**config.mk**
```make
export PLATFORM = sky130hd
export DESIGN_NAME = draw_player_sprite_flat
export DESIGN_NICKNAME = d
export VERILOG_FILES = /design/src/rtl/player_pkg.sv /design/src/rtl/vga_if.sv /design/src/rtl/player_throw_fsm.sv /design/src/rtl/draw_player_sprite.sv /design/src/flat_wrapper.sv
export SDC_FILE = /design/constraint.sdc
export NUM_CORES = 1
export LEC_CHECK = 0
export ABC_CLOCK_PERIOD_IN_PS = 11850
export BUFFER_PORTS_ARGS = -buffer_cell sky130_fd_sc_hd__buf_2
export CAP_MARGIN = 20
export CORE_MARGIN = 1
export CORE_UTILIZATION = 35
export DETAILED_ROUTE_END_ITERATION = 8
export GPL_TIMING_DRIVEN = 0
export PLACE_DENSITY_LB_ADDON = 0.1
export SLEW_MARGIN = 20
export SYNTH_ARGS = -nofsm -noshare
export SYNTH_HDL_FRONTEND = slang
export SYNTH_HIERARCHICAL = 1
export SYNTH_SLANG_ARGS = --single-unit
```
**constraint.sdc**
```tcl
create_clock -name clk -period 11.85 [get_ports clk]
set_input_delay 3.555 -clock clk [delete_from_list [all_inputs] [get_ports clk]]
set_output_delay 3.555 -clock clk [all_outputs]
set_load 0.1 [all_outputs]
```
**src/rtl/player_pkg.sv**
```systemverilog
// Types and constants shared by the player sprite renderer and its throw controller.
package player_pkg;

   localparam int FRAME_CNT = 3;

   typedef enum logic [1:0] {
      IDLE   = 2'd0,
      WINDUP = 2'd1,
      THROW  = 2'd2
   } player_state_t;

   typedef struct packed {
      logic [10:0] hcount;
      logic [10:0] vcount;
      logic        hsync;
      logic        vsync;
      logic        hblnk;
      logic        vblnk;
      logic [11:0] rgb;
   } vga_sig_t;

endpackage

```
**src/rtl/vga_if.sv**
```systemverilog
// VGA timing and colour bundle passed between drawing stages.
interface vga_if;
   logic [10:0] hcount;
   logic [10:0] vcount;
   logic        hsync;
   logic        vsync;
   logic        hblnk;
   logic        vblnk;
   logic [11:0] rgb;

   modport vga_in  (input  hcount, vcount, hsync, vsync, hblnk, vblnk, rgb);
   modport vga_out (output hcount, vcount, hsync, vsync, hblnk, vblnk, rgb);
endinterface

```
**src/rtl/player_throw_fsm.sv**
```systemverilog
// Throw sequencer: button wind-up measures power, then a fixed hold before completion.
//
// state  | meaning
// IDLE   | waiting for a throw_command rising edge while turn_active
// WINDUP | counting press length; release or timeout starts the throw
// THROW  | holding for HOLD_CYC cycles, then pulse throw_complete
module player_throw_fsm
   import player_pkg::*;
#(
   parameter int HOLD_CYC   = 1000000,
   parameter int WINDUP_MAX = 4000000
) (
   input  logic          clk,
   input  logic          rst,
   input  logic          turn_active,
   input  logic          throw_command,
   output player_state_t player_state,
   output logic [7:0]    throw_power,
   output logic          throw_complete
);

   localparam int WC_W = $clog2(WINDUP_MAX + 1);
   localparam int HC_W = $clog2(HOLD_CYC + 1);
   localparam logic [WC_W-1:0] WC_MAX  = WC_W'(WINDUP_MAX);
   localparam logic [HC_W-1:0] HC_LOAD = HC_W'(HOLD_CYC - 1);

   player_state_t   state_nxt;
   logic [WC_W-1:0] wcnt, wcnt_nxt, wcnt_inc;
   logic [HC_W-1:0] hcnt, hcnt_nxt;
   logic [WC_W+7:0] wcnt_wide;
   logic [7:0]      power_nxt, power_scaled;
   logic            complete_nxt, cmd_q, cmd_rise, timeout;

   assign cmd_rise  = throw_command & ~cmd_q;
   assign wcnt_inc  = wcnt + WC_W'(1);
   assign timeout   = (wcnt_inc >= WC_MAX);
   // Top 8 bits of the count; short counters are zero-padded up to 8 bits.
   assign wcnt_wide    = {wcnt_inc, 8'd0};
   assign power_scaled = timeout ? 8'hFF : wcnt_wide[WC_W+7 -: 8];

   always_ff @(posedge clk) begin
      if (rst) begin
         player_state   <= IDLE;
         wcnt           <= '0;
         hcnt           <= '0;
         throw_power    <= 8'd0;
         throw_complete <= 1'b0;
         cmd_q          <= 1'b0;
      end else begin
         player_state   <= state_nxt;
         wcnt           <= wcnt_nxt;
         hcnt           <= hcnt_nxt;
         throw_power    <= power_nxt;
         throw_complete <= complete_nxt;
         cmd_q          <= throw_command;
      end
   end

   always_comb begin
      state_nxt    = player_state;
      wcnt_nxt     = '0;
      hcnt_nxt     = hcnt;
      power_nxt    = throw_power;
      complete_nxt = 1'b0;
      case (player_state)
         IDLE: begin
            if (turn_active && cmd_rise) state_nxt = WINDUP;
         end
         WINDUP: begin
            // Release wins over a simultaneous loss of turn.
            if (!throw_command || timeout) begin
               state_nxt = THROW;
               power_nxt = power_scaled;
               hcnt_nxt  = HC_LOAD;
            end else if (!turn_active) begin
               state_nxt = IDLE;
            end else begin
               wcnt_nxt = wcnt_inc;
            end
         end
         THROW: begin
            if (hcnt == '0) begin
               state_nxt    = IDLE;
               complete_nxt = 1'b1;
            end else begin
               hcnt_nxt = hcnt - HC_W'(1);
            end
         end
         default: state_nxt = IDLE;
      endcase
   end

endmodule

```
**src/rtl/draw_player_sprite.sv**
```systemverilog
// Overlays the animated player sprite on the VGA stream with a 2-cycle pipeline
// matched to the synchronous sprite ROM; animation frame follows the throw state.
module draw_player_sprite
   import player_pkg::*;
#(
   parameter int          PLAYER_X   = 880,
   parameter int          PLAYER_Y   = 430,
   parameter int          SPR_W      = 140,
   parameter int          SPR_H      = 177,
   parameter logic [11:0] TRANSP     = 12'h000,
   parameter int          MIRROR     = 0,
   parameter int          HOLD_CYC   = 1000000,
   parameter int          WINDUP_MAX = 4000000,
   localparam int         ADDR_W     = $clog2(FRAME_CNT * SPR_W * SPR_H)
) (
   input  logic              clk,
   input  logic              rst,
   input  logic              turn_active,
   input  logic              throw_command,
   input  logic [11:0]       rgb_pix,
   output logic [ADDR_W-1:0] sprite_addr,
   output logic [1:0]        player_state,
   output logic [7:0]        throw_power,
   output logic              throw_complete,
   vga_if.vga_in             vga_in,
   vga_if.vga_out            vga_out
);

   localparam int FRAME_PIX = SPR_W * SPR_H;

   player_state_t     fsm_state;
   vga_sig_t          pix0, pix1, pix2;
   logic              in0, in1, in2;
   logic [1:0]        frame;
   logic [10:0]       rel_x, rel_y, rel_xm;
   logic [ADDR_W-1:0] addr0;

   player_throw_fsm #(
      .HOLD_CYC   (HOLD_CYC),
      .WINDUP_MAX (WINDUP_MAX)
   ) u_throw_fsm (
      .clk            (clk),
      .rst            (rst),
      .turn_active    (turn_active),
      .throw_command  (throw_command),
      .player_state   (fsm_state),
      .throw_power    (throw_power),
      .throw_complete (throw_complete)
   );

   assign player_state = fsm_state;

   assign pix0 = {vga_in.hcount, vga_in.vcount, vga_in.hsync, vga_in.vsync,
                  vga_in.hblnk, vga_in.vblnk, vga_in.rgb};

   always_comb begin
      in0 = (int'(pix0.hcount) >= PLAYER_X) && (int'(pix0.hcount) < PLAYER_X + SPR_W) &&
            (int'(pix0.vcount) >= PLAYER_Y) && (int'(pix0.vcount) < PLAYER_Y + SPR_H);
      rel_x  = pix0.hcount - 11'(PLAYER_X);
      rel_y  = pix0.vcount - 11'(PLAYER_Y);
      rel_xm = (MIRROR != 0) ? (11'(SPR_W - 1) - rel_x) : rel_x;
      // Relative offsets are below SPR_W/SPR_H inside the window, so they fit ADDR_W.
      addr0  = ADDR_W'(frame) * ADDR_W'(FRAME_PIX) +
               ADDR_W'(rel_y) * ADDR_W'(SPR_W) + ADDR_W'(rel_xm);
   end

   always_ff @(posedge clk) begin
      if (rst) begin
         pix1        <= '0;
         pix2        <= '0;
         in1         <= 1'b0;
         in2         <= 1'b0;
         sprite_addr <= '0;
         frame       <= 2'd0;
      end else begin
         pix1        <= pix0;
         pix2        <= pix1;
         in1         <= in0;
         in2         <= in1;
         sprite_addr <= in0 ? addr0 : '0;
         // Frame only changes at the top-left pixel so a sprite is never torn.
         if (pix0.hcount == 11'd0 && pix0.vcount == 11'd0) frame <= player_state;
      end
   end

   assign vga_out.hcount = pix2.hcount;
   assign vga_out.vcount = pix2.vcount;
   assign vga_out.hsync  = pix2.hsync;
   assign vga_out.vsync  = pix2.vsync;
   assign vga_out.hblnk  = pix2.hblnk;
   assign vga_out.vblnk  = pix2.vblnk;
   assign vga_out.rgb    = (in2 && !pix2.hblnk && !pix2.vblnk && rgb_pix != TRANSP) ?
                           rgb_pix : pix2.rgb;

endmodule

```
**src/flat_wrapper.sv**
```systemverilog
// flat-port wrapper written by rule: the top's interface ports become plain ports
module draw_player_sprite_flat import player_pkg::*;
#(
   parameter int          PLAYER_X   = 880,
   parameter int          PLAYER_Y   = 430,
   parameter int          SPR_W      = 140,
   parameter int          SPR_H      = 177,
   parameter logic [11:0] TRANSP     = 12'h000,
   parameter int          MIRROR     = 0,
   parameter int          HOLD_CYC   = 1000000,
   parameter int          WINDUP_MAX = 4000000,
   localparam int         ADDR_W     = $clog2(FRAME_CNT * SPR_W * SPR_H)
)
  (clk, rst, turn_active, throw_command, rgb_pix, sprite_addr, player_state, throw_power, throw_complete, vga_in_hcount, vga_in_vcount, vga_in_hsync, vga_in_vsync, vga_in_hblnk, vga_in_vblnk, vga_in_rgb, vga_out_hcount, vga_out_vcount, vga_out_hsync, vga_out_vsync, vga_out_hblnk, vga_out_vblnk, vga_out_rgb);
  vga_if vga_in_i ();
  vga_if vga_out_i ();
  input  logic clk;
  input  logic rst;
  input  logic turn_active;
  input  logic throw_command;
  input  logic [11:0] rgb_pix;
  output logic [ADDR_W-1:0] sprite_addr;
  output logic [1:0] player_state;
  output logic [7:0] throw_power;
  output logic throw_complete;
  input wire logic [$bits(vga_in_i.hcount)-1:0] vga_in_hcount;
  input wire logic [$bits(vga_in_i.vcount)-1:0] vga_in_vcount;
  input wire logic [$bits(vga_in_i.hsync)-1:0] vga_in_hsync;
  input wire logic [$bits(vga_in_i.vsync)-1:0] vga_in_vsync;
  input wire logic [$bits(vga_in_i.hblnk)-1:0] vga_in_hblnk;
  input wire logic [$bits(vga_in_i.vblnk)-1:0] vga_in_vblnk;
  input wire logic [$bits(vga_in_i.rgb)-1:0] vga_in_rgb;
  output wire logic [$bits(vga_out_i.hcount)-1:0] vga_out_hcount;
  output wire logic [$bits(vga_out_i.vcount)-1:0] vga_out_vcount;
  output wire logic [$bits(vga_out_i.hsync)-1:0] vga_out_hsync;
  output wire logic [$bits(vga_out_i.vsync)-1:0] vga_out_vsync;
  output wire logic [$bits(vga_out_i.hblnk)-1:0] vga_out_hblnk;
  output wire logic [$bits(vga_out_i.vblnk)-1:0] vga_out_vblnk;
  output wire logic [$bits(vga_out_i.rgb)-1:0] vga_out_rgb;
  assign vga_in_i.hcount = vga_in_hcount;
  assign vga_in_i.vcount = vga_in_vcount;
  assign vga_in_i.hsync = vga_in_hsync;
  assign vga_in_i.vsync = vga_in_vsync;
  assign vga_in_i.hblnk = vga_in_hblnk;
  assign vga_in_i.vblnk = vga_in_vblnk;
  assign vga_in_i.rgb = vga_in_rgb;
  assign vga_out_hcount = vga_out_i.hcount;
  assign vga_out_vcount = vga_out_i.vcount;
  assign vga_out_hsync = vga_out_i.hsync;
  assign vga_out_vsync = vga_out_i.vsync;
  assign vga_out_hblnk = vga_out_i.hblnk;
  assign vga_out_vblnk = vga_out_i.vblnk;
  assign vga_out_rgb = vga_out_i.rgb;
  draw_player_sprite #(.PLAYER_X(PLAYER_X), .PLAYER_Y(PLAYER_Y), .SPR_W(SPR_W), .SPR_H(SPR_H), .TRANSP(TRANSP), .MIRROR(MIRROR), .HOLD_CYC(HOLD_CYC), .WINDUP_MAX(WINDUP_MAX)) u_core (.clk(clk), .rst(rst), .turn_active(turn_active), .throw_command(throw_command), .rgb_pix(rgb_pix), .sprite_addr(sprite_addr), .player_state(player_state), .throw_power(throw_power), .throw_complete(throw_complete), .vga_in(vga_in_i), .vga_out(vga_out_i));
endmodule
```
## After elaboration in Yosys (flattened, before gate mapping)

Cells that the tools add are included.

| storage, ports and cells | value |
|---|---|
| memory bits (writable) | 0 |
| memories | 0 |
| latch bits | 0 |
| bits of input ports | 54 |
| word-level logic and storage cells | 85 |
| flip-flop bits (word level) | 151 |
| ROM bits | 0 |
| output and inout port bits | 66 |

| cells by class | value |
|---|---|
| $lt $le $gt $ge | 5 |
| add/subtract/negate cells | 6 |
| multipliers | 2 |
| divide/modulo/power cells | 0 |
| mux-type cells | 11 |
| shifts and indexed selects | 0 |
| reductions and logical operators | 24 |
| equal/unequal tests | 7 |
| bitwise logic cells | 6 |

Operator list:

| kind | number |
|---|---|
| $mux 20 | 2 |
| $pmux 20 s2 | 1 |
| $add 22x1->22 const B | 1 |
| $ge 22x22->1 const B | 1 |
| $logic_not 11->1 | 2 |
| $lt 11x10->1 const B | 2 |
| $logic_not 20->1 | 1 |
| $sub 20x1->20 const B | 1 |
| $add 17x11->17 | 1 |
| $add 17x17->17 | 1 |
| $mul 11x6->15 const B | 1 |
| $mul 2x13->15 const B | 1 |
| $mux 12 | 1 |
| $reduce_bool 12->1 | 1 |
| $ge 11x10->1 const B | 1 |
| $ge 11x9->1 const B | 1 |
| $sub 11x10->11 const B | 1 |
| $sub 11x9->11 const B | 1 |
| $logic_and 1x1->1 | 8 |
| $mux 2 | 4 |
| $mux 8 | 1 |
| $ne 2x2->1 const B | 4 |
| $pmux 2 s3 | 1 |
| $reduce_and 3->1 | 2 |
| other kinds (13) | 20 |

## Longest topological paths before layout

Gate-level depths: netlist (run 1).

| logic depth | value |
|---|---|
| depth in word-level cells | 6 |
| gate-level depth with buffers | 22 |
| depth with buffers taken out | 22 |

## Hierarchy

The synthesis (run 1) kept the hierarchy.

Modules (own cells, without submodules):

| module | cells an instance | times used | seq. area each (um2) | area an instance (um2) |
|---|---|---|---|---|
| draw_player_sprite | 527 | 1 | 1,941.9 | 5,142.4 |
| player_throw_fsm | 323 | 1 | 1,081.0 | 2,770.2 |

## Least setup slack after synthesis (run 1)

OpenSTA, ideal clock, no wires.

| timing path | value |
|---|---|
| path type | input to output |
| start | input rgb_pix[7] |
| end | output vga_out_rgb[10] |
| path slack | 3.319 ns |
| cell stages on the path | 5 |
| data required time | 8.295 ns |
| arrival | 4.976 ns |
| path buffers | 1 |
| cell sequence | nor4_1 nand3_1 nand3_1 buf_1 mux2_2 |

| on the way | value |
|---|---|
| word-level cells in the longest chain between the ends | 3 |

RTL lines:

| what | RTL line | text |
|---|---|---|
| from (decl) | flat_wrapper.sv:21 | `input logic [11:0] rgb_pix;` |
| $reduce_bool 12->1 | draw_player_sprite.sv:92 | `assign vga_out.rgb = (in2 && !pix2.hblnk && !pix2.vblnk && rgb_pix != TRANSP) ?` |
| $logic_and 1x1->1 | draw_player_sprite.sv:92 |  |
| $mux 12 | draw_player_sprite.sv:92 |  |
| to (decl) | flat_wrapper.sv:39 | `output wire logic [$bits(vga_out_i.rgb)-1:0] vga_out_rgb;` |

Every way passes these cells.

## Final worst setup path (run 1)

| timing path | value |
|---|---|
| start | input rgb_pix[3] |
| end | output vga_out_rgb[1] |

Same word-level chain as after synthesis.

==> out/results.ini, run 1 <==
[yosys]
yosysTopAreaCell=dfxtp_1
synth_area_um2=7910
synth_xor_area_share_pct=6.48
async_flop_share_pct=0
synth-compound-area-share_pct=9.91
synthMuxAreaShare_pct=2.51
yosysWarnings=6
syn_inst=850
synth.distinct_cells=71
synth_edf_count=0
syn_area_per_cell_um2=9.31
syn_nets=977
synthAdderAreaFrac_pct=13.1
synthTopCellsByArea=dfxtp_1 38%, ha_1 9.0%, nor2b_1 6.6%, fa_1 4.0%, inv_1 3.9%
ys_top_cells_by_count=151 x dfxtp_1, 83 x inv_1, 83 x nor2b_1, 78 x nor2_1, 57 x ha_1
synth_seq_cells=151
synth_ff_type=dfxtp_1
synth_most_common_cell=dfxtp_1
yosys.area_share.simple_pct=22.1
yosysSeqAreaShare_pct=38.2
synth_top_family_by_area=simple AND/OR/NAND/NOR gates
synth_top_area_share_pct=38.2

[clock_network]
clock_path_buffers=2
clk-insertion-delay-late_ns=0.42
post_cts_buffers=0
path_clk_slew_ns=0.06
cts_resized=0
cts_tree=built
htree_levels=4
cts.sink_count=151
root_buffer=clkbuf_16
cts_buffers=17
hold_buffers=0

[detailed_routing]
dr.pass1.iters=7
first_iter_violations=241
via_count=6050
ant_nets=0
vias_per_cell=4.73
routedWlPerCell_um=14.2
wl_um=18200
drc=14

[final_layout]
drive_above_1_share_pct=21.4
finalNetCount=1111
areaGrowthSynthToFinish_pct=19.4

[setup_path]
critPathRequiredTime_ns=8.30
critPathMaxStageDelay_ns=0.42
cp_slowest_cell=buf_1
start_kind=input pin
end_kind=output port
arrival_ns=5.40
path_max_fanout=10
path_class=in2out
crit_family=buffers and inverters
crit_buf_inv=3
crit_path_cell_trace=buf_2 > nor4_1 > nand3_1 > nand3_1 > buf_1 > mux2_2 > buf_2

[sta]
period_needed_ns=8.96
hold_viol=0
fin_crit_sh_pct=75.6
rsz0062_at_grt=false
worst_pin_slew_ns=0.966
fin_skew_ns=0.00635
slew_headroom_pct=34.9
tns_ns=0
finalMaxSlewViolations=0
setup_violations=0
fmax_mhz=112

[die]
die-area_um2=23200
io_pins=120
die_w_um=152
core-area_um2=22000
initial_core_util_pct=35.9
row_count=54
fp.dieH_um=152

[run_status]
status=finished, violations left
violations=design-rule violations

[placement]
port_buffers=115
place_hpwl_um=13700
place.gp.congestion=0.781

[grt]
overflow=0
antenna_found_initial=2
grt_pass1_vias=6029
grt_usage_pct=16.5
grt_pass1_wl_um=30600
grt_max_degree=17

[power_and_ir_drop]
power_mw=1.65
p_leak_nw=4.25
power_density_nw_per_um2=175
ir_worst_vdd_uv=98.1

[worst_hold_path]
hp-class=reg2reg

[run]
cap_viol_max_count=0

[sequential cells by signal, summed over array words and instances (netlist names), 2 cells and up]
signal / count
u_core/pix1: 38
u_core/u_throw_fsm/wcnt: 22
u_core/u_throw_fsm/hcnt: 20
u_core/sprite_addr: 17
u_core/pix2: 12
u_core/vga_out.hcount: 11
u_core/vga_out.vcount: 11
u_core/u_throw_fsm/throw_power: 8
u_core/frame: 2
u_core/u_throw_fsm/player_state: 2
[where the power goes]
group	leakage [nW]	internal, mW	switching, mW
logic	2.71	0.225	0.339
clock network	0.301	0.322	0.233
registers	1.23	0.525	0.00751
total	4.25	1.07	0.579
[per-stage QoR]
step | std cells | hold slack [ns] | instance area [um2] | utilization [%] | setup WS, ns
4_1_cts | 1277 | 0.436 | 9440 | 42.9 | 2.87
6_report | 1278 | 0.432 | 9450 | 42.9 | 2.89
3_3_place_gp | 1245 | 0.418 | 8840 | 40.1 | 2.87
5_1_grt | 1278 | 0.447 | 9450 | 42.9 | 2.72
2_1_floorplan | 850 | 0.414 | 7910 | - | 3.32
3_5_place_dp | 1245 | 0.420 | 8840 | 40.1 | 2.86
[metal layers]
| metal | vias to the layer above | GRT usage, % | part of all wire, % |
|---|---|---|---|
| li1 | 3127 | - | - |
| met1 | 2783 | 21.9 | 50 |
| met2 | 117 | 26.6 | 44 |
| met3 | 21 | 3.36 | 4.6 |
| met4 | 2 | 6.22 | 1.4 |
| met5 | - | 0 | 0.044 |
[placed cells by master, fill, tap and decap left out, types with 17 or more instances in the layout]
master,n
clkbuf_1,18
ha_1,57
buf_2,119
inv_1,83
clkbuf_16,17
nor2b_1,83
nor2_1,78
nor3_1,17
nand2_1,33
buf_4,22
dfxtp_1,151
a21oi_1,21
o21ai_0,20
nand3_1,30
xnor2_1,30
xor2_1,26
[logic make-up after synthesis]
| group | Yosys count |
|---|---|
| adder cells (fa/ha/maj) | 73 |
| XOR/XNOR | 57 |
| AO/OA/AOI/OAI | 106 |
| multiplexers | 18 |
| flip-flops | 151 |
| AND/OR/NAND/NOR | 312 |
| buffers and inverters | 133 |
[cell type report]
class	instances	area [um2]
Tap cell	280	350
Clock inverter	14	165
Clock buffer	18	439
Antenna cell	1	2.50
Multi-Input combinational cell	566	4280
Inverter	83	312
Fill cell	2211	12600
Sequential cell	151	3020
Timing Repair Buffer	115	576
Buffer	50	298
[path summary, 6_finish.rpt]
path                                              startpoint                           endpoint  slack (ns)  depth (start not counted)
worst max-delay path                              rgb_pix[3]                     vga_out_rgb[1]        2.89                          7
worst min-delay path               u_core/pix1[6]$_SDFF_PP0_          u_core/pix2[6]$_SDFF_PP0_        0.43                          1
worst max register to register  u_core/frame[0]$_SDFFE_PP0P_  u_core/sprite_addr[15]$_SDFF_PP0_        8.38                         14
worst min register to register     u_core/pix1[6]$_SDFF_PP0_          u_core/pix2[6]$_SDFF_PP0_        0.43                          1
Note: power is estimated with default switching activity, not from simulation.
==> run 2: changes to the inputs <==
--- a/config.mk
+++ b/config.mk
@@ -5,7 +5,8 @@
 export SDC_FILE = /design/constraint.sdc
 export NUM_CORES = 1
 export LEC_CHECK = 0
-export ABC_CLOCK_PERIOD_IN_PS = 11850
+export ABC_AREA = 1
+export ABC_CLOCK_PERIOD_IN_PS = 9300
 export BUFFER_PORTS_ARGS = -buffer_cell sky130_fd_sc_hd__buf_2
 export CAP_MARGIN = 20
 export CORE_MARGIN = 1
==> constraint.sdc (replaced) <==
create_clock -name clk -period 9.3 [get_ports clk]
set_input_delay 2.79 -clock clk [delete_from_list [all_inputs] [get_ports clk]]
set_output_delay 2.79 -clock clk [all_outputs]
set_load 0.1 [all_outputs]
==> out/results.ini, run 2 <==
[yosys]
yosys.area_share.simple_pct=30.1
yosysWarnings=6
synth_seq_cells=151
synth-compound-area-share_pct=6.17
synthMuxAreaShare_pct=0
ys_top_cells_by_count=226 x inv_1, 226 x nor2_1, 216 x nand2_1, 151 x dfxtp_1, 57 x ha_1
synth.distinct_cells=48
yosysSeqAreaShare_pct=35.3
synth_xor_area_share_pct=2.87
synthTopCellsByArea=dfxtp_1 35%, inv_1 9.9%, nor2_1 9.9%, nand2_1 9.5%, ha_1 8.3%
async_flop_share_pct=0
synth_edf_count=0
synthAdderAreaFrac_pct=12.1
syn_nets=1326
syn_area_per_cell_um2=7.14
synth_top_area_share_pct=35.3
synth_area_um2=8560
synth_ff_type=dfxtp_1
yosysTopAreaCell=dfxtp_1
synth_top_family_by_area=simple AND/OR/NAND/NOR gates
syn_inst=1199

[sta]
rsz0062_at_grt=false
period_needed_ns=7.37
tns_ns=0
setup_violations=0
slew_headroom_pct=42.2
fmax_mhz=136
fin_hold_ws_ns=0.399
hold_viol=0
finalMaxSlewViolations=0
worst_pin_slew_ns=0.867
fin_skew_ns=0.0126
postLayoutSetupSlackWorst_ns=1.93
fin_crit_sh_pct=79.2

[die]
core-area_um2=23800
io_pins=120
die_w_um=158
row_count=56
die-area_um2=25100
initial_core_util_pct=36.0
fp.dieH_um=158

[power_and_ir_drop]
p_int_mw=1.54
switching_power_mw=1.23
power_mw=2.77
power.share.combinational_pct=46.7
ir_worst_vdd_uv=146
p_sw_share_pct=44.4
p_leak_nw=5.15
power_density_nw_per_um2=273
p_seq_share_pct=27.9
clock_power_share_pct=25.5

[grt]
grt_max_degree=17
grt_pass1_vias=7058
grt_usage_pct=17.4
grt_pass1_wl_um=33800
antenna_found_initial=1
overflow=0

[worst_hold_path]
hp-class=reg2reg
hp-start=u_core/pix1[18]$_SDFF_PP0_

[clock_network]
htree_levels=4
cts_resized=0
clock_path_buffers=2
post_cts_buffers=0
cts.sink_count=151
root_buffer=clkbuf_16
clk-insertion-delay-late_ns=0.43
cts_buffers=17
cts_tree=built
path_clk_slew_ns=0.07
hold_buffers=0

[run]
cap_viol_max_count=0

[final_layout]
mostFrequentLayoutCells=226 x inv_1, 226 x nor2_1, 216 x nand2_1
drive_above_1_share_pct=18.0
finalInstanceArea_um2=10100
instances_no_fill=1669
finalNetCount=1463
fin_util_pct=42.7
top_register=u_core/pix1
top_regs=u_core/pix1: 38 flops, u_core/u_throw_fsm/wcnt: 22 flops, u_core/u_throw_fsm/hcnt: 20 flops
largest_reg_flops=38
areaGrowthSynthToFinish_pct=18.5

[detailed_routing]
drc=0
wl_um=20700
vias_per_cell=4.43
first_iter_violations=328
ant_nets=0
via_count=7389
dr.pass1.iters=5
routedWlPerCell_um=12.4

[setup_path]
start_kind=input pin
critPathRequiredTime_ns=9.61
path_class=in2reg
regToRegStartpoint=u_core/frame[0]$_SDFFE_PP0P_
arrival_ns=7.68
startpoint=vga_in_vcount[1]
end_kind=register
path_max_fanout=6

[placement]
place_area_um2=9550
place_hpwl_um=16500
place.gp.congestion=0.830
dp_cells=1636
preCtsSetupSlack_ns=1.52
port_buffers=118

[run_status]
status=completed

run 2: cell type report:
class / instances / area [um2]
repair buffers: 118 / 591
well taps: 319 / 399
diodes: 1 / 2.50
plain buffers: 44 / 274
clock buffers: 18 / 429
clock inverters: 14 / 165
inverters: 233 / 875
multi-input cells: 771 / 4380
flip-flops and latches: 151 / 3020
fillers: 2556 / 13600
run 2: kinds of logic after synthesis:
logic type | count (synthesis)
AOI/OAI and AO/OA | 89
xor gates and xnor gates | 28
adders and majority gates | 73
buffers and inverters | 277
DFF | 151
and+or+nand+nor | 581
run 2: path summary, 6_finish.rpt:
kind | to | slack [ns] | cells after the start
max | u_core/sprite_addr[15]$_SDFF_PP0_ | 1.93 | 26
min | u_core/vga_out.vcount[2]$_SDFF_PP0_ | 0.40 | 2
max reg2reg | u_core/sprite_addr[15]$_SDFF_PP0_ | 5.96 | 17
min reg2reg | u_core/vga_out.vcount[2]$_SDFF_PP0_ | 0.40 | 2
run 2: worst max-delay path, stage by stage:
cell     delay (ns)
buf_2          0.14
inv_1          0.19
nor3_2         0.10
o21ai_0        0.31
xor2_1         0.29
ha_1           0.29
ha_1           0.27
inv_1          0.05
fa_1           0.54
inv_1          0.05
ha_1           0.38
a21oi_1        0.22
nand2_1        0.11
xnor2_1        0.16
fa_1           0.52
inv_1          0.05
ha_1           0.35
nand2_1        0.09
nor2_1         0.13
nand2_1        0.07
nand2_1        0.08
nand2_1        0.07
nand2_1        0.10
nand4_1        0.12
a21oi_1        0.15
nor2_1         0.06
run 2: power groups by stage:
stage	Combinational [mW]	Clock, mW	Sequential, mW
2_1_floorplan	0.940	0	0.875
3_3_place_gp	1.29	0	0.787
3_5_place_dp	1.30	0	0.787
4_1_cts	1.30	0.727	0.773
5_1_grt	1.48	0.756	0.782
6_report	1.29	0.706	0.772
run 2: routing by layer:
| layer | vias to the layer above | GRT usage (%) | wire (um) | share of wire (%) |
|---|---|---|---|---|
| met5 | - | 0 | 0 | 0 |
| met4 | 0 | 6.82 | 471 | 2.3 |
| met3 | 24 | 3.54 | 706 | 3.4 |
| met2 | 112 | 29.8 | 9860 | 48 |
| met1 | 3331 | 21.4 | 9650 | 47 |
| li1 | 3922 | - | - | - |
